<file path="src/rtl/clk_div_pkg.sv">
// Shared types and helpers for the programmable clock-divider controller.
package clk_div_pkg;

  typedef enum logic [1:0] {
    IDLE = 2'd0,
    RUN  = 2'd1,
    STOP = 2'd2
  } state_t;

  localparam int MIN_RATIO = 2;
  localparam int MAX_W     = 16;

  function automatic logic [MAX_W-1:0] high_len(input logic [MAX_W-1:0] n);
    return n >> 1;
  endfunction

endpackage

</file>
<file path="src/rtl/clk_div_core.sv">
// Period counter plus registered div_clk/tick generation.
// Outputs reflect the counter value loaded on the same edge.
module clk_div_core
  import clk_div_pkg::*;
#(
  parameter int CNT_W = 8
) (
  input  logic             clk,
  input  logic             reset,
  input  logic             run,
  input  logic             run_next,
  input  logic [CNT_W-1:0] ratio,
  input  logic [CNT_W-1:0] ratio_next,
  output logic             div_clk,
  output logic             tick,
  output logic             wrap
);

  logic [CNT_W-1:0] cnt;
  logic [CNT_W-1:0] cnt_nxt;

  assign wrap = run && (cnt == ratio - 1'b1);

  // Counter restarts at 0 on entry to run and after every boundary.
  always_comb begin
    cnt_nxt = '0;
    if (run_next && run && !wrap) begin
      cnt_nxt = cnt + 1'b1;
    end
  end

  always_ff @(posedge clk or negedge reset) begin
    if (!reset) begin
      cnt     <= '0;
      div_clk <= 1'b0;
      tick    <= 1'b0;
    end else begin
      cnt     <= cnt_nxt;
      div_clk <= run_next && (MAX_W'(cnt_nxt) < high_len(MAX_W'(ratio_next)));
      tick    <= run_next && (cnt_nxt == '0);
    end
  end

endmodule

</file>
<file path="src/rtl/clk_div_ctrl.sv">
// Clock-divider controller: run/stop FSM, ratio handshake and pending ratio.
// Ratio updates while running take effect only at a period boundary.
module clk_div_ctrl
  import clk_div_pkg::*;
#(
  parameter int CNT_W     = 8,
  parameter int DEF_RATIO = 2
) (
  input  logic             clk,
  input  logic             reset,
  input  logic             en,
  input  logic             cfg_valid,
  input  logic [CNT_W-1:0] cfg_ratio,
  output logic             cfg_ready,
  output logic             cfg_err,
  output logic             div_clk,
  output logic             tick,
  output logic             busy,
  output logic [CNT_W-1:0] cur_ratio
);

  state_t           state;
  state_t           state_nxt;
  logic [CNT_W-1:0] ratio_q;
  logic [CNT_W-1:0] ratio_nxt;
  logic             pend_vld;
  logic             pend_vld_nxt;
  logic [CNT_W-1:0] pend_ratio;
  logic [CNT_W-1:0] pend_ratio_nxt;
  logic             wrap;
  logic             accept;
  logic             legal;

  assign cfg_ready = (state == IDLE) || !pend_vld;
  assign busy      = (state != IDLE);
  assign cur_ratio = ratio_q;
  assign accept    = cfg_valid && cfg_ready;
  assign legal     = (cfg_ratio >= CNT_W'(MIN_RATIO));

  always_comb begin
    state_nxt      = state;
    ratio_nxt      = ratio_q;
    pend_vld_nxt   = pend_vld;
    pend_ratio_nxt = pend_ratio;
    case (state)
      IDLE: begin
        // A ratio taken on the final boundary edge lands here; a fresh one wins.
        if (pend_vld) begin
          ratio_nxt    = pend_ratio;
          pend_vld_nxt = 1'b0;
        end
        if (accept && legal) begin
          ratio_nxt = cfg_ratio;
        end
        if (en) begin
          state_nxt = RUN;
        end
      end
      default: begin
        if (wrap) begin
          state_nxt = en ? RUN : IDLE;
          if (pend_vld) begin
            ratio_nxt    = pend_ratio;
            pend_vld_nxt = 1'b0;
          end
        end else begin
          state_nxt = en ? RUN : STOP;
        end
        if (accept && legal) begin
          pend_vld_nxt   = 1'b1;
          pend_ratio_nxt = cfg_ratio;
        end
      end
    endcase
  end

  always_ff @(posedge clk or negedge reset) begin
    if (!reset) begin
      state      <= IDLE;
      ratio_q    <= CNT_W'(DEF_RATIO);
      pend_vld   <= 1'b0;
      pend_ratio <= '0;
      cfg_err    <= 1'b0;
    end else begin
      state      <= state_nxt;
      ratio_q    <= ratio_nxt;
      pend_vld   <= pend_vld_nxt;
      pend_ratio <= pend_ratio_nxt;
      cfg_err    <= accept && !legal;
    end
  end

  clk_div_core #(
    .CNT_W(CNT_W)
  ) u_core (
    .clk       (clk),
    .reset     (reset),
    .run       (state != IDLE),
    .run_next  (state_nxt != IDLE),
    .ratio     (ratio_q),
    .ratio_next(ratio_nxt),
    .div_clk   (div_clk),
    .tick      (tick),
    .wrap      (wrap)
  );

endmodule

</file>
<file path="config.mk">
export PLATFORM = sky130hd
export DESIGN_NAME = clk_div_ctrl
export DESIGN_NICKNAME = d
export VERILOG_FILES = /design/src/rtl/clk_div_pkg.sv /design/src/rtl/clk_div_core.sv /design/src/rtl/clk_div_ctrl.sv
export SDC_FILE = /design/constraint.sdc
export NUM_CORES = 1
export LEC_CHECK = 0
export ABC_CLOCK_PERIOD_IN_PS = 3830
export BUFFER_PORTS_ARGS = -buffer_cell sky130_fd_sc_hd__clkbuf_2
export CAP_MARGIN = 25
export CORE_UTILIZATION = 52
export CTS_CLUSTER_DIAMETER = 40
export DETAILED_ROUTE_END_ITERATION = 10
export GPL_TIMING_DRIVEN = 0
export PLACE_DENSITY = 0.76
export REMOVE_ABC_BUFFERS = 1
export SLEW_MARGIN = 40
export SYNTH_ARGS = -nofsm -noshare
export SYNTH_HDL_FRONTEND = slang
export SYNTH_HIERARCHICAL = 1
export SYNTH_SLANG_ARGS = --single-unit
</file>
<file path="constraint.sdc">
create_clock -name clk -period 3.83 [get_ports clk]
set_clock_uncertainty 0.05 [all_clocks]
set_input_delay 0.1915 -clock clk [delete_from_list [all_inputs] [get_ports clk]]
set_output_delay 0.1915 -clock clk [all_outputs]
set_load 0.01 [all_outputs]
</file>
* Word level (Yosys, flattened, before mapping)
Index checks and enable logic that the tools add are counted.
Word-level totals: register bits 30, latch bits 0, memory bits (writable) 0, memory bits (read-only) 0, bits of input ports 12, output and inout bits 13, word-level logic and storage cells 47, memories kept 0
Cells by class: add/sub/neg operators 2, multiply operators 0, divide/modulo/power cells 0, $lt $le $gt $ge 2, equality and inequality tests 1, shift operators 0, muxes and demuxes 13, bitwise operators 1, reduce and logical (&&, ||, !) cells 19
Operators by type and width (count):
- two-way mux 8 bit | 5
- adder 8 x 1 -> 8 bit, second input constant | 1
- equality test 8 bit | 1
- greater-or-equal comparator 8 x 2 -> 1 bit, second input constant | 1
- logical AND 1 bit | 8
- zero test 8 bit | 1
- less-than comparator 8 x 7 -> 1 bit | 1
- two-way mux 2 bit | 4
- subtractor 8 x 1 -> 8 bit, second input constant | 1
- nonzero test 2 bit | 3
- two-way mux 1 bit | 4
- zero test 1 bit | 3
- nonzero test 3 bit | 1
- zero test 2 bit | 1
- AND reduction 2 bit | 1
- logical OR 1 bit | 1
- NOT 1 bit | 1

* Depth between registers and ports, before layout
Gate-level depths: netlist of the first run.
word-level depth 11, depth in mapped cells 17, depth with buffers taken out 16

* By module
The synthesis of the first run kept the hierarchy.
Modules (own cells, without submodules):
- clk_div_ctrl | times used 1, cells an instance 72, area each 957.2 um2, seq. area each 501.7 um2
- clk_div_core | times used 1, cells an instance 114, area each 954.7 um2, seq. area each 250.2 um2

* Worst setup path after synthesis of the first run
Ideal clock, no wire load.
kind register to register, from reg ratio_q[0] (netlist: cur_ratio[0]), to reg u_core.div_clk, library setup time 64 ps, arrival 3547 ps, setup slack 169 ps, cell stages (with the launch flop) 16, buffers on the path 1, period minus slack after synthesis 3661 ps, cell sequence dfrtp_1 or4_1 or3_1 a211oi_1 o211a_1 buf_6 nor2_1 or2_2 nand2_1 nor3_1 ha_1 o21a_1 o2111ai_1 nor2_1 nor4b_1 o31a_2
On the way: word-level cells in the longest chain between the ends 11, elaborated cells on any way between the ends 14, classes of those cells 1 x add/sub; 1 x order compare; 1 x eq/ne; 5 x mux; 6 x reduce/logical
Ends and longest elaborated chain:
- start, declared | line clk_div_ctrl.sv:24 | logic [CNT_W-1:0] ratio_q;
- start signal, assigned | line clk_div_ctrl.sv:80 | ratio_q <= CNT_W'(DEF_RATIO);
- start signal, assigned | line clk_div_ctrl.sv:86 | ratio_q <= ratio_nxt;
- subtractor 8 x 1 -> 8 bit (*) | line clk_div_core.sv:22 | assign wrap = run && (cnt == ratio - 1'b1);
- equality test 8 bit (*) | line clk_div_core.sv:22
- logical AND 1 bit (*) | line clk_div_core.sv:22
- named net wrap | line clk_div_ctrl.sv:30 | logic wrap;
- two-way mux 2 bit | line clk_div_ctrl.sv:60 | if (wrap) begin
- two-way mux 2 bit | line clk_div_ctrl.sv:45 | case (state)
- nonzero test 2 bit | line clk_div_ctrl.sv:99 | .run_next (state_nxt != IDLE),
- logical AND 1 bit | line clk_div_core.sv:27 | if (run_next && run && !wrap) begin
- logical AND 1 bit (*) | line clk_div_core.sv:27
- two-way mux 8 bit (*) | line clk_div_core.sv:27
- named net u_core.cnt_nxt[2] | line clk_div_core.sv:20 | logic [CNT_W-1:0] cnt_nxt;
- less-than comparator 8 x 7 -> 1 bit (*) | line clk_div_core.sv:39 | div_clk <= run_next && (MAX_W'(cnt_nxt) < high_len(MAX_W'(ratio_next)));
- logical AND 1 bit (*) | line clk_div_core.sv:39
- end signal, assigned | line clk_div_core.sv:39
- end, declared | line clk_div_core.sv:14 | output logic div_clk,
Mark *: on every way through the listed nets, which the timed path passes. The rest lies on a longest branch. The select of a mux whose other input is x is not followed. A chain may end at the register's enable or synchronous reset.

* Final worst setup path of the first run
from reg ratio_q[2] (netlist: cur_ratio[2]), to reg u_core.div_clk
On the way: elaborated cells on any way between the ends 16, classes of those cells 1 x add/sub; 1 x order compare; 1 x eq/ne; 7 x mux; 6 x reduce/logical
RTL lines:
- subtractor 8 x 1 -> 8 bit | line clk_div_core.sv:22
- equality test 8 bit | line clk_div_core.sv:22
- logical AND 1 bit | line clk_div_core.sv:22
- named net wrap | line clk_div_ctrl.sv:30
- two-way mux 8 bit | line clk_div_ctrl.sv:60
- two-way mux 8 bit | line clk_div_ctrl.sv:45
- named net ratio_nxt[4] | line clk_div_ctrl.sv:25 | logic [CNT_W-1:0] ratio_nxt;
- less-than comparator 8 x 7 -> 1 bit | line clk_div_core.sv:39
- logical AND 1 bit | line clk_div_core.sv:39
The timed path passes the listed nets, and every way through them passes these cells. The select of a mux whose other input is x is not followed.

==> results.rst, run 1 <==
.. list-table::
   :header-rows: 1

   * - Metric
     - Value
   * - Maximum Capacitance Violations
     - 0
   * - Die Area
     - just under 0.004 mm2
   * - Critical path class
     - reg2reg
   * - Critical Path RT
     - 4.01 ns
   * - Worst-path maximum fanout
     - 7
   * - Half-perimeter wire length after placement
     - between 3000 and 4000 um
   * - Crit end category
     - register
   * - Post-route cell area
     - approximately 0.0022 mm2
   * - # IOs
     - 25
   * - Largest stage delay, worst path
     - approximately 0.5 ns
   * - Num CTS Buffers
     - 5
   * - Detail Route Antenna Nets
     - 0
   * - Pleak
     - between 1 and 1.5 nW
   * - Family with the most delay on the worst path
     - compound AO/OA/AOI/OAI gates
   * - Number of design-rule violations left by the first detailed-router iteration
     - 60
   * - Library cells used by synthesis
     - 51
   * - Instance area after placement
     - just over 0.002 mm2
   * - Worst min-delay path class
     - in2reg
   * - Drt via density
     - 5.789
   * - Total congestion overflow
     - 0
   * - Placer congestion estimate
     - 0.8079
   * - Global-route met3 utilization
     - 0.04380
   * - VDD IR-drop max
     - a little under 0.3 mV
   * - Post-synth EDFFs
     - 0
   * - Period Utilization, post-route
     - 0.9943
   * - Ratio of cells with drive above 1 in the final layout
     - 0.3163
   * - Global-route wire length before repair
     - approximately 7100 um
   * - I/O Buffers
     - 24
   * - Final number of setup-violating endpoints
     - 0
   * - Initial core utilization
     - 0.5597
   * - Area of the mapped netlist
     - about 0.0019 mm2
   * - Grt peak-use layer
     - met2
   * - Fin nets
     - 234
   * - Critical path data arrival time
     - 3.98 ns
   * - Number of standard cells in the final layout excluding fillers
     - between 200 and 300
   * - Worst Max-Slew Pin Slew
     - approximately 0.66 ns
   * - Number of cells in the design after placement
     - about 250
   * - Post-route worst hold slack
     - between 0.05 and 0.06 ns
   * - Max-Slew Margin vs Limit
     - 0.5623
   * - CTS root buffer
     - sky130_fd_sc_hd__clkbuf_4
   * - Overall power consumption
     - about 0.0011 W
   * - Total inserted antenna cells
     - 0
   * - Worst path bufs/invs
     - 2
   * - Vias in the first global route
     - 1578
   * - DRC errors left
     - 0
   * - Fmax
     - 262.6 MHz
   * - Antenna violations before repair
     - 0
   * - Gr usage total
     - 0.2367
   * - Area of the core region
     - approximately 0.0034 mm2
   * - Endpoints failing hold
     - 0
   * - Routed via count
     - 1511
   * - Pin count of the biggest net entering global routing
     - 31
   * - Crit path launch type
     - register
   * - Post-detailed-routing wire length
     - roughly 4200 um
   * - TritonCTS clock tree
     - built
   * - Synth warn
     - 6
   * - Drt pass-1 iters
     - 6
   * - Mapped Avg Cell Area
     - 10.28 um2
   * - Most frequently used flop master after synthesis
     - sky130_fd_sc_hd__dfrtp_1
   * - Die W
     - 62.64 um
   * - Number of fill cells in the layout
     - 301
   * - Slew Viols, Final
     - 0
   * - Register clock-pin slew on the reported worst setup and hold paths
     - approximately 0.1 ns
   * - Proportion of register bits with asynchronous set or reset after synthesis
     - 1.000
   * - Max H-tree Level
     - 2
   * - Site Rows
     - 21
   * - Die span in y
     - approximately 63 um
   * - Clock latency on the worst-skew pair
     - roughly 0.34 ns
   * - Count of state elements after synthesis
     - 30
   * - Average detailed-routed wire length per instance
     - ~16 um
   * - Dominant cell type by area after synthesis
     - sky130_fd_sc_hd__dfrtp_1
   * - Leading cell type in the layout, fill and taps excluded
     - sky130_fd_sc_hd__dfrtp_1
   * - Power density over cell area
     - 494.8 mW/mm2
   * - Portion of synthesized cell area occupied by the leading cell type
     - 0.3796
   * - Most frequent cells in the layout
     - sky130_fd_sc_hd__dfrtp_1, sky130_fd_sc_hd__clkbuf_2, sky130_fd_sc_hd__inv_1
   * - Area growth syn-to-layout
     - 14.99%
   * - Synthesized instance count
     - 186
   * - Met2 demand-to-capacity share in global routing
     - 0.4226
   * - Outcome
     - completed
   * - Post-route minimum period
     - ~3.8 ns
   * - Post-synthesis sequential area ratio
     - 0.3933
   * - Clk sink count
     - 30
   * - Largest cells by area after synthesis
     - sky130_fd_sc_hd__dfrtp_1, sky130_fd_sc_hd__mux2_4, sky130_fd_sc_hd__ha_1
   * - Worst-case clock buffer depth
     - 2
   * - Ordered cell list for the critical path
     - or4_1 > or3_1 > a211oi_1 > o211a_2 > buf_4 > o21ai_4 > mux2i_1 > a21oi_2 > inv_1 > ha_1 > o21a_1 > o2111ai_2 > o31a_1 > o31a_2
   * - Met1 layer usage reported by global route
     - 0.2774
   * - Critical-path top delay cell
     - sky130_fd_sc_hd__or4_1
[cells by family after synthesis]
kind of cell               Yosys count  synth area share
AOI/OAI and AO/OA                   37            0.1545
xor gates and xnor gates            17           0.07788
adders and majority gates            8           0.05236
buffers and inverters               24           0.05759
DFF                                 30            0.3933
muxes                               16            0.1054
and+or+nand+nor                     54            0.1590
[repair_timing]
item	in CTS	in global routing
endpoints found under the hold margin	31	0
endpoints found under the setup margin	1	1
resized for setup	5	7
pin swaps	0	2
hold buffers	2	0
buffers inserted	2	3
[area by class of cell]
| type | instances | area (um2) | share of cell area |
|---|---|---|---|
| Multi-Input combinational cell | 132 | 1091 | 0.4963 |
| Sequential cell | 30 | 755.7 | 0.3438 |
| Timing Repair Buffer | 31 | 177.7 | 0.08082 |
| Tap cell | 46 | 57.56 | 0.02618 |
| Inverter | 14 | 52.55 | 0.02390 |
| Clock buffer | 6 | 51.30 | 0.02334 |
| Clock inverter | 2 | 12.51 | 0.005692 |
[cell usage after synthesis, types with 3 or more instances]
cell type                   n
sky130_fd_sc_hd__nor2_1    12
sky130_fd_sc_hd__a21oi_1    8
sky130_fd_sc_hd__a211oi_1   3
sky130_fd_sc_hd__dfrtp_1   29
sky130_fd_sc_hd__inv_1     14
sky130_fd_sc_hd__mux2i_1    7
sky130_fd_sc_hd__clkbuf_1   6
sky130_fd_sc_hd__xnor2_1   11
sky130_fd_sc_hd__nor3_1    12
sky130_fd_sc_hd__o21ai_0    3
sky130_fd_sc_hd__nand2_1    4
sky130_fd_sc_hd__mux2_4     8
sky130_fd_sc_hd__a21oi_2    3
sky130_fd_sc_hd__nand3_1    6
sky130_fd_sc_hd__ha_1       8
sky130_fd_sc_hd__xor2_1     6
[metrics by stage]
step                setup slack [ns]  TNS (ns)  utilization
floorplan                    0.06409         0            -
global placement             -0.3228   -0.3228       0.5949
detailed placement           -0.3964   -0.3964       0.5949
CTS                         0.004458         0       0.6275
global route                -0.06223  -0.06223       0.6436
finish                       0.02177         0       0.6436
[registers in the layout (all words and copies together), names as in the netlist]
register,cells
cfg_err,1
cur_ratio,8
pend_ratio,8
pend_vld,1
state,2
u_core/cnt,8
u_core/div_clk,1
u_core/tick,1
[per-layer routing]
| layer | routed length (um) | part of all wire |
|---|---|---|
| met2 | 2136 | 0.50 |
| met5 | 0 | 0 |
| met3 | 160 | 0.038 |
| met4 | 121 | 0.029 |
| met1 | 1827 | 0.43 |
[path summary, 6_finish.rpt]
| check | slack (ns) | endpoint | depth (start not counted) | from |
|---|---|---|---|---|
| max | 0.02 | u_core/div_clk | 14 | cur_ratio[2] |
| min | 0.06 | cur_ratio[0] | 3 | cfg_ratio[0] |
| max reg2reg | 0.02 | u_core/div_clk | 14 | cur_ratio[2] |
| min reg2reg | 0.48 | pend_ratio[1] | 1 | pend_ratio[1] |
| max in group asynchronous | 2.90 | cur_ratio[3] | 2 | reset |
| min in group asynchronous | 0.36 | u_core/div_clk | 2 | reset |
[where the power goes]
| part | internal (W) | leakage [nW] | total [W] | switching (W) |
|---|---|---|---|---|
| sequential | 0.000390 | 0.360 | 0.000483 | 0.0000936 |
| clock | 0.0000881 | 0.0343 | 0.000200 | 0.000112 |
| combinational | 0.000206 | 0.633 | 0.000404 | 0.000198 |
[tightest hold or removal path, delay by kind of cell]
family / cells / cell delay [ns]
buffers and inverters: 1 / 0.09
AND/OR/NAND/NOR: 1 / 0.09
AO/OA/AOI/OAI: 1 / 0.04
No activity file was read; power rests on OpenSTA's default activity.
==> run 2: changes to the inputs <==
--- a/config.mk
+++ b/config.mk
@@ -5,16 +5,16 @@
 export SDC_FILE = /design/constraint.sdc
 export NUM_CORES = 1
 export LEC_CHECK = 0
+export ABC_AREA = 1
 export ABC_CLOCK_PERIOD_IN_PS = 3830
 export BUFFER_PORTS_ARGS = -buffer_cell sky130_fd_sc_hd__clkbuf_2
 export CAP_MARGIN = 25
-export CORE_UTILIZATION = 52
+export CORE_UTILIZATION = 53
 export CTS_CLUSTER_DIAMETER = 40
 export DETAILED_ROUTE_END_ITERATION = 10
 export GPL_TIMING_DRIVEN = 0
 export PLACE_DENSITY = 0.76
 export REMOVE_ABC_BUFFERS = 1
-export SLEW_MARGIN = 40
 export SYNTH_ARGS = -nofsm -noshare
 export SYNTH_HDL_FRONTEND = slang
 export SYNTH_HIERARCHICAL = 1
==> run 2 against run 1 <==
Compared with the run above: hold slack improved by 0.047 ns; flip-flop and latch count did not move; fmax rose by 11%; setup slack improved by 0.38 ns; largest power group is now combinational logic.
==> results.rst, run 2 <==
.. list-table::
   :header-rows: 1

   * - Metric
     - Value
   * - Clk sink count
     - 30
   * - Half-perimeter wire length after placement
     - approximately 3400 um
   * - Num CTS Buffers
     - 5
   * - Met2 demand-to-capacity share in global routing
     - 0.3992
   * - Total congestion overflow
     - 0
   * - Die span in y
     - roughly 66 um
   * - Place WS
     - between 0.3 and 0.4 ns
   * - TritonCTS clock tree
     - built
   * - Most frequent cells in the layout
     - sky130_fd_sc_hd__nand2_1, sky130_fd_sc_hd__inv_1, sky130_fd_sc_hd__dfrtp_1
   * - List of most frequent post-synthesis cells
     - sky130_fd_sc_hd__nand2_1, sky130_fd_sc_hd__inv_1, sky130_fd_sc_hd__dfrtp_1
   * - Pleak
     - approximately 1.3 nW
   * - # IOs
     - 25
   * - Crit path launch type
     - register
   * - Period Utilization, post-route
     - 0.8953
   * - Grt peak-use layer
     - met2
   * - Detail Route Antenna Nets
     - 0
   * - Die W
     - between 60 and 70 um
   * - Worst-path maximum fanout
     - 9
   * - Register clock-pin slew on the reported worst setup and hold paths
     - approximately 0.070 ns
   * - Critical Path RT
     - ~4.0 ns
   * - I/O Buffers
     - 24
   * - Origin of the worst setup path
     - cur_ratio[1]
   * - Worst-case clock buffer depth
     - 2
   * - Area of the core region
     - ~0.0038 mm2
   * - Area of the mapped netlist
     - 0.002177 mm2
   * - Leading cell type by number of instances after synthesis
     - sky130_fd_sc_hd__nand2_1
   * - Max H-tree Level
     - 2
   * - Global-route wire length before repair
     - ~7900 um
   * - Placer congestion estimate
     - 0.8255
   * - Vias in the first global route
     - approximately 1800
   * - Met1 layer usage reported by global route
     - 0.3210
   * - Synth warn
     - 6
   * - Worst Max-Slew Pin Slew
     - 0.7657 ns
   * - Post-synth EDFFs
     - 0
   * - Slew Viols, Final
     - 0
   * - Number of design-rule violations left by the first detailed-router iteration
     - 104
   * - Fmax
     - ~300 MHz
   * - Crit end category
     - register
   * - Final number of setup-violating endpoints
     - 0
   * - Startpoint of the most critical hold path
     - cfg_ratio[0]
   * - Global-route met3 utilization
     - 0.04138
   * - Gr usage total
     - 0.2413
   * - Post-route cell area
     - between 0.002 and 0.0025 mm2
   * - Endpoints failing hold
     - 0
   * - Post-route minimum period
     - ~3.4 ns
   * - Synthesized instance count
     - approximately 290
   * - Post-detailed-routing wire length
     - approximately 4600 um
   * - Instance area after placement
     - around 0.0023 mm2
   * - Post-route worst setup slack
     - around 0.40 ns
   * - Leading cell type in the layout, fill and taps excluded
     - sky130_fd_sc_hd__nand2_1
   * - Antenna violations before repair
     - 0
   * - Drt via density
     - about 5.2
   * - VDD IR-drop max
     - 0.2967 mV
   * - Overall power consumption
     - 0.001227 W
   * - Reg2Reg Launch Point
     - cur_ratio[1]
   * - Outcome
     - completed
   * - Total inserted antenna cells
     - 0
   * - Combined flip-flop and latch cell area
     - approximately 750 um2
   * - Most frequently used flop master after synthesis
     - sky130_fd_sc_hd__dfrtp_1
   * - Site Rows
     - 22
   * - Total Neg Setup Slack
     - 0 ns
   * - Count of state elements after synthesis
     - 30
   * - Routed via count
     - around 1900
   * - Post-synthesis sequential area ratio
     - 0.3454
   * - Number of fill cells in the layout
     - between 300 and 400
   * - Initial core utilization
     - 0.5731
   * - Fin nets
     - around 340
   * - Max-Slew Margin vs Limit
     - 0.4896
   * - Multi-input logic area
     - about 0.0012 mm2
   * - Area growth syn-to-layout
     - 12.59%
   * - Critical path class
     - reg2reg
   * - Power density over cell area
     - around 500 mW/mm2
   * - Dominant cell type by area after synthesis
     - sky130_fd_sc_hd__dfrtp_1
   * - Pin count of the biggest net entering global routing
     - 31
   * - DRC errors left
     - 0
   * - Proportion of register bits with asynchronous set or reset after synthesis
     - 1.000
   * - Library cells used by synthesis
     - 36
   * - Clock latency on the worst-skew pair
     - around 0.28 ns
   * - Die Area
     - about 0.0044 mm2
   * - Mapped Avg Cell Area
     - 7.533 um2
   * - Ratio of cells with drive above 1 in the final layout
     - 0.2609
   * - Maximum Capacitance Violations
     - 0
   * - Critical path data arrival time
     - 3.58 ns
   * - Largest cells by area after synthesis
     - sky130_fd_sc_hd__dfrtp_1, sky130_fd_sc_hd__nand2_1, sky130_fd_sc_hd__inv_1
   * - Portion of synthesized cell area occupied by the leading cell type
     - 0.3333
   * - Worst min-delay path class
     - in2reg
   * - Drt pass-1 iters
     - 4
   * - CTS root buffer
     - sky130_fd_sc_hd__clkbuf_8
   * - Average detailed-routed wire length per instance
     - between 10 and 15 um
[run 2: cells by family (layout without fill, tap and decap cells)]
group / after synthesis / in the layout / synth area share
simple gates: 160 / 160 / 0.3764
buf+inv: 54 / 87 / 0.1144
compound gates: 30 / 30 / 0.08965
flops: 30 / 30 / 0.3454
fa+ha+maj: 8 / 8 / 0.04598
xor+xnor: 7 / 7 / 0.02816
[run 2: area by class of cell]
class | instances | area share
tap | 48 | 0.02450
multi-input combinational | 205 | 0.4809
clock buffer | 7 | 0.03522
timing repair buffer | 31 | 0.07249
clock inverter | 1 | 0.002042
inverter | 48 | 0.07810
sequential | 30 | 0.3068
[run 2: what timing repair did]
item,CTS,global route
hold endpoints to repair,30,0
setup endpoints to repair,0,1
hold buffers,2,0
gates resized for setup,0,2
buffers inserted,0,5
[run 2: report_power, final]
part	switching [W]	internal, W	leakage, nW
sequential	0.0000783	0.000385	0.375
clock	0.000121	0.000145	0.0482
combinational	0.000298	0.000201	0.913
[run 2: per-stage QoR]
| step | utilization | cells | hold slack (ns) |
|---|---|---|---|
| floorplan | - | 283 | -0.1541 |
| global placement | 0.6044 | 355 | 0.2560 |
| detailed placement | 0.6044 | 355 | 0.2506 |
| CTS | 0.6337 | 365 | 0.1059 |
| global route | 0.6453 | 370 | 0.1026 |
| finish | 0.6453 | 370 | 0.1065 |
[run 2: layer usage]
layer	routed length (um)	share of wire
met1	2139	0.47
met2	2205	0.48
met3	187	0.041
met4	60	0.013
met5	0	0
[run 2: critical path, cell delays in order, from the launching register on]
cell                         delay [ns]
sky130_fd_sc_hd__dfstp_2           0.60
sky130_fd_sc_hd__inv_1             0.06
sky130_fd_sc_hd__ha_1              0.21
sky130_fd_sc_hd__nand2_1           0.14
sky130_fd_sc_hd__nor2_1            0.05
sky130_fd_sc_hd__nand2_1           0.07
sky130_fd_sc_hd__nand2_1           0.06
sky130_fd_sc_hd__nand2_1           0.06
sky130_fd_sc_hd__nand2_1           0.06
sky130_fd_sc_hd__nand3_2           0.13
sky130_fd_sc_hd__clkinvlp_4        0.22
sky130_fd_sc_hd__nor2_2            0.19
sky130_fd_sc_hd__or2_2             0.16
sky130_fd_sc_hd__nand2_1           0.06
sky130_fd_sc_hd__inv_1             0.12
sky130_fd_sc_hd__nand2_4           0.08
sky130_fd_sc_hd__inv_4             0.10
sky130_fd_sc_hd__nand2_1           0.06
sky130_fd_sc_hd__nor2_1            0.21
sky130_fd_sc_hd__ha_1              0.30
sky130_fd_sc_hd__a21oi_1           0.15
sky130_fd_sc_hd__nand2_1           0.08
sky130_fd_sc_hd__a21oi_1           0.13
[run 2: final timing paths]
check                            endpoint  slack, ns  depth (start not counted)
max in group asynchronous    cur_ratio[7]       2.78                          2
max                        u_core/div_clk       0.40                         22
min reg2reg                 pend_ratio[5]       0.43                          2
min                         pend_ratio[0]       0.11                          3
max reg2reg                u_core/div_clk       0.40                         22
min in group asynchronous   pend_ratio[6]       0.46                          2
==> run 3: changes to the inputs <==
--- a/config.mk
+++ b/config.mk
@@ -6,14 +6,16 @@
 export NUM_CORES = 1
 export LEC_CHECK = 0
 export ABC_AREA = 1
-export ABC_CLOCK_PERIOD_IN_PS = 3830
+export ABC_CLOCK_PERIOD_IN_PS = 4000
 export BUFFER_PORTS_ARGS = -buffer_cell sky130_fd_sc_hd__clkbuf_2
 export CAP_MARGIN = 25
-export CORE_UTILIZATION = 53
+export CORE_MARGIN = 5
+export CORE_UTILIZATION = 58
+export CTS_BUF_LIST = sky130_fd_sc_hd__clkbuf_8
 export CTS_CLUSTER_DIAMETER = 40
 export DETAILED_ROUTE_END_ITERATION = 10
 export GPL_TIMING_DRIVEN = 0
-export PLACE_DENSITY = 0.76
+export PLACE_DENSITY = 0.79
 export REMOVE_ABC_BUFFERS = 1
 export SYNTH_ARGS = -nofsm -noshare
 export SYNTH_HDL_FRONTEND = slang
==> constraint.sdc (replaced) <==
create_clock -name clk -period 4 [get_ports clk]
set_clock_uncertainty 0.05 [all_clocks]
set_input_delay 0.2 -clock clk [delete_from_list [all_inputs] [get_ports clk]]
set_output_delay 0.2 -clock clk [all_outputs]
set_load 0.01 [all_outputs]
==> run 3 against run 2 <==
Compared with the run above: hold slack got worse by 0.092 ns; combinational power fell by 4.8%; sequential share of layout area rose by 0.70 points; flip-flop and latch count did not move; sequential power fell by 4%; highest routed layer unchanged; core utilization rose by 0.92 points; wire length fell by 1.3%; count of clock-buffer cells in the layout fell by 1; clock power fell by 7%; critical path depth fell by 1; register-to-register slack improved by 0.13 ns; fmax fell by 1.2%.
==> results.rst, run 3 (synthesis results as in run 2) <==
.. list-table::
   :header-rows: 1

   * - Metric
     - Value
   * - Outcome
     - completed
   * - Power density over cell area
     - ~490 mW/mm2
   * - Num CTS Buffers
     - 5
   * - Detail Route Antenna Nets
     - 0
   * - Number of design-rule violations left by the first detailed-router iteration
     - 74
   * - Clock latency on the worst-skew pair
     - approximately 0.28 ns
   * - Crit end category
     - register
   * - Worst-path maximum fanout
     - 15
   * - Initial core utilization
     - 0.5947
   * - Die span in y
     - just over 70 um
   * - Unrepaired setup endpoints after global routing
     - false
   * - Drt via density
     - approximately 5.1
   * - Post-route minimum period
     - around 3.5 ns
   * - Drt pass-1 iters
     - 4
   * - Total inserted antenna cells
     - 0
   * - Register clock-pin slew on the reported worst setup and hold paths
     - 0.06 ns
   * - Total Neg Setup Slack
     - 0 ns
   * - Flop-to-flop setup slack
     - between 0.5 and 0.6 ns
   * - Quantity of hold-fixing buffers added after cts
     - 1
   * - Site Rows
     - 22
   * - Number of fill cells in the layout
     - around 330
   * - Cells on worst reg2reg path
     - 21
   * - Number of cells in the design after placement
     - ~360
   * - DRC errors left
     - 0
   * - # IOs
     - 25
   * - Area of the core region
     - around 0.0037 mm2
   * - Half-perimeter wire length after placement
     - about 3500 um
   * - Slew Viols, Final
     - 0
   * - Antenna violations before repair
     - 0
   * - Worst-case clock buffer depth
     - 2
   * - VDD IR-drop max
     - around 0.3 mV
   * - Worst hold path cell count
     - 1
   * - WHS Endpoint
     - state[0]
   * - Critical Path RT
     - ~4.2 ns
   * - Placer congestion estimate
     - roughly 0.86
   * - Worst Max-Slew Pin Slew
     - ~0.75 ns
   * - Pleak
     - 1.320 nW
   * - Ratio of cells with drive above 1 in the final layout
     - 0.2405
   * - Leading cell type in the layout, fill and taps excluded
     - sky130_fd_sc_hd__nand2_1
   * - Total congestion overflow
     - 0
   * - Maximum Capacitance Violations
     - 0
   * - Global-route wire length before repair
     - around 8500 um
   * - Clk sink count
     - 30
   * - Die W
     - roughly 71 um
   * - Vias in the first global route
     - 1896
   * - Number of standard cells in the final layout excluding fillers
     - roughly 360
   * - Crit path launch type
     - register
   * - I/O Buffers
     - 24
   * - Period Utilization, post-route
     - 0.8678
   * - Final number of setup-violating endpoints
     - 0
   * - Most frequent cells in the layout
     - sky130_fd_sc_hd__nand2_1, sky130_fd_sc_hd__inv_1, sky130_fd_sc_hd__dfrtp_1
   * - Post-CTS sizing
     - 0
   * - Total setup buffers inserted after CTS
     - 0
   * - Max-Slew Margin vs Limit
     - 0.4993
   * - Worst min-delay path class
     - in2reg
   * - CTS root buffer
     - sky130_fd_sc_hd__clkbuf_8
   * - Max H-tree Level
     - 2
   * - Reg-to-reg critical path endpoint
     - u_core/div_clk
   * - Reg2Reg Launch Point
     - cur_ratio[1]
   * - TritonCTS clock tree
     - built
   * - Fmax
     - 288.1 MHz
   * - Average detailed-routed wire length per instance
     - 12.45 um
   * - Critical path data arrival time
     - ~3.6 ns
   * - Endpoints failing hold
     - 0
   * - Critical path class
     - reg2reg
   * - Gr usage total
     - 0.2098
   * - Die Area
     - 0.005079 mm2
   * - Post-detailed-routing wire length
     - roughly 4500 um
   * - Fin nets
     - ~340
   * - Startpoint of the most critical hold path
     - en
   * - Routed via count
     - 1869
   * - Area growth syn-to-layout
     - 10.06%
   * - Pin count of the biggest net entering global routing
     - 31
run 3: report_power, final:
part	total, W	switching, W	internal, W
Clock	0.000248	0.000113	0.000135
Sequential	0.000445	0.0000766	0.000368
Combinational	0.000474	0.000285	0.000190
run 3: worst max path at each step:
| stage | start | endpoint | slack [ns] |
|---|---|---|---|
| after floorplan | cur_ratio[1] | u_core/div_clk | 0.90 |
| after global placement | cur_ratio[1] | u_core/div_clk | 0.57 |
| after detailed placement | cur_ratio[1] | u_core/div_clk | 0.54 |
| after CTS | cur_ratio[1] | u_core/div_clk | 0.52 |
| final | cur_ratio[1] | u_core/div_clk | 0.53 |
| after global routing | cur_ratio[0] | u_core/div_clk | 0.16 |
run 3: layout make-up:
type / instances / area (um2) / share of cell area
clock buffer: 6 / 82.58 / 0.03446
timing repair buffer: 25 / 130.1 / 0.05431
inverter: 48 / 187.7 / 0.07833
tap: 48 / 60.06 / 0.02507
multi-input combinational: 205 / 1176 / 0.4909
sequential: 30 / 752.0 / 0.3138
clock inverter: 2 / 7.507 / 0.003133
run 3: layer usage:
layer / vias to the layer above / share of wire / global-route usage
met2: 40 / 0.49 / 0.3531
met3: 6 / 0.047 / 0.04208
met5: - / 0 / 0
met4: 0 / 0.012 / 0.05219
met1: 859 / 0.45 / 0.2769
li1: 964 / - / -
run 3: worst max-delay path: stages (launching register included):
cell,delay (ns)
sky130_fd_sc_hd__dfstp_2,0.59
sky130_fd_sc_hd__inv_1,0.06
sky130_fd_sc_hd__ha_1,0.28
sky130_fd_sc_hd__xor2_1,0.15
sky130_fd_sc_hd__nand4_1,0.14
sky130_fd_sc_hd__nor2_2,0.13
sky130_fd_sc_hd__nand3_2,0.11
sky130_fd_sc_hd__inv_1,0.35
sky130_fd_sc_hd__nor2_1,0.13
sky130_fd_sc_hd__or2_2,0.33
sky130_fd_sc_hd__nand2_1,0.08
sky130_fd_sc_hd__inv_1,0.08
sky130_fd_sc_hd__nand2_4,0.09
sky130_fd_sc_hd__inv_4,0.06
sky130_fd_sc_hd__nand2_1,0.06
sky130_fd_sc_hd__nor2_1,0.07
sky130_fd_sc_hd__ha_1,0.29
sky130_fd_sc_hd__nand2_1,0.08
sky130_fd_sc_hd__inv_1,0.04
sky130_fd_sc_hd__nand2_1,0.05
sky130_fd_sc_hd__nand2_1,0.06
sky130_fd_sc_hd__a21oi_1,0.13
run 3: per-stage QoR:
step / setup slack (ns) / power, W / cell area (um2) / utilization / hold WS (ns)
3_5_place_dp: 0.5394 / 0.0009224 / 2296 / 0.6271 / 0.2626
4_1_cts: 0.5240 / 0.001176 / 2396 / 0.6545 / 0.009673
6_report: 0.5290 / 0.001168 / 2396 / 0.6545 / 0.01490
5_1_grt: 0.1582 / 0.001280 / 2396 / 0.6545 / 0.006792
3_3_place_gp: 0.5704 / 0.0009074 / 2296 / 0.6271 / 0.2459
2_1_floorplan: 0.9013 / 0.0007919 / 2116 / - / -0.1456
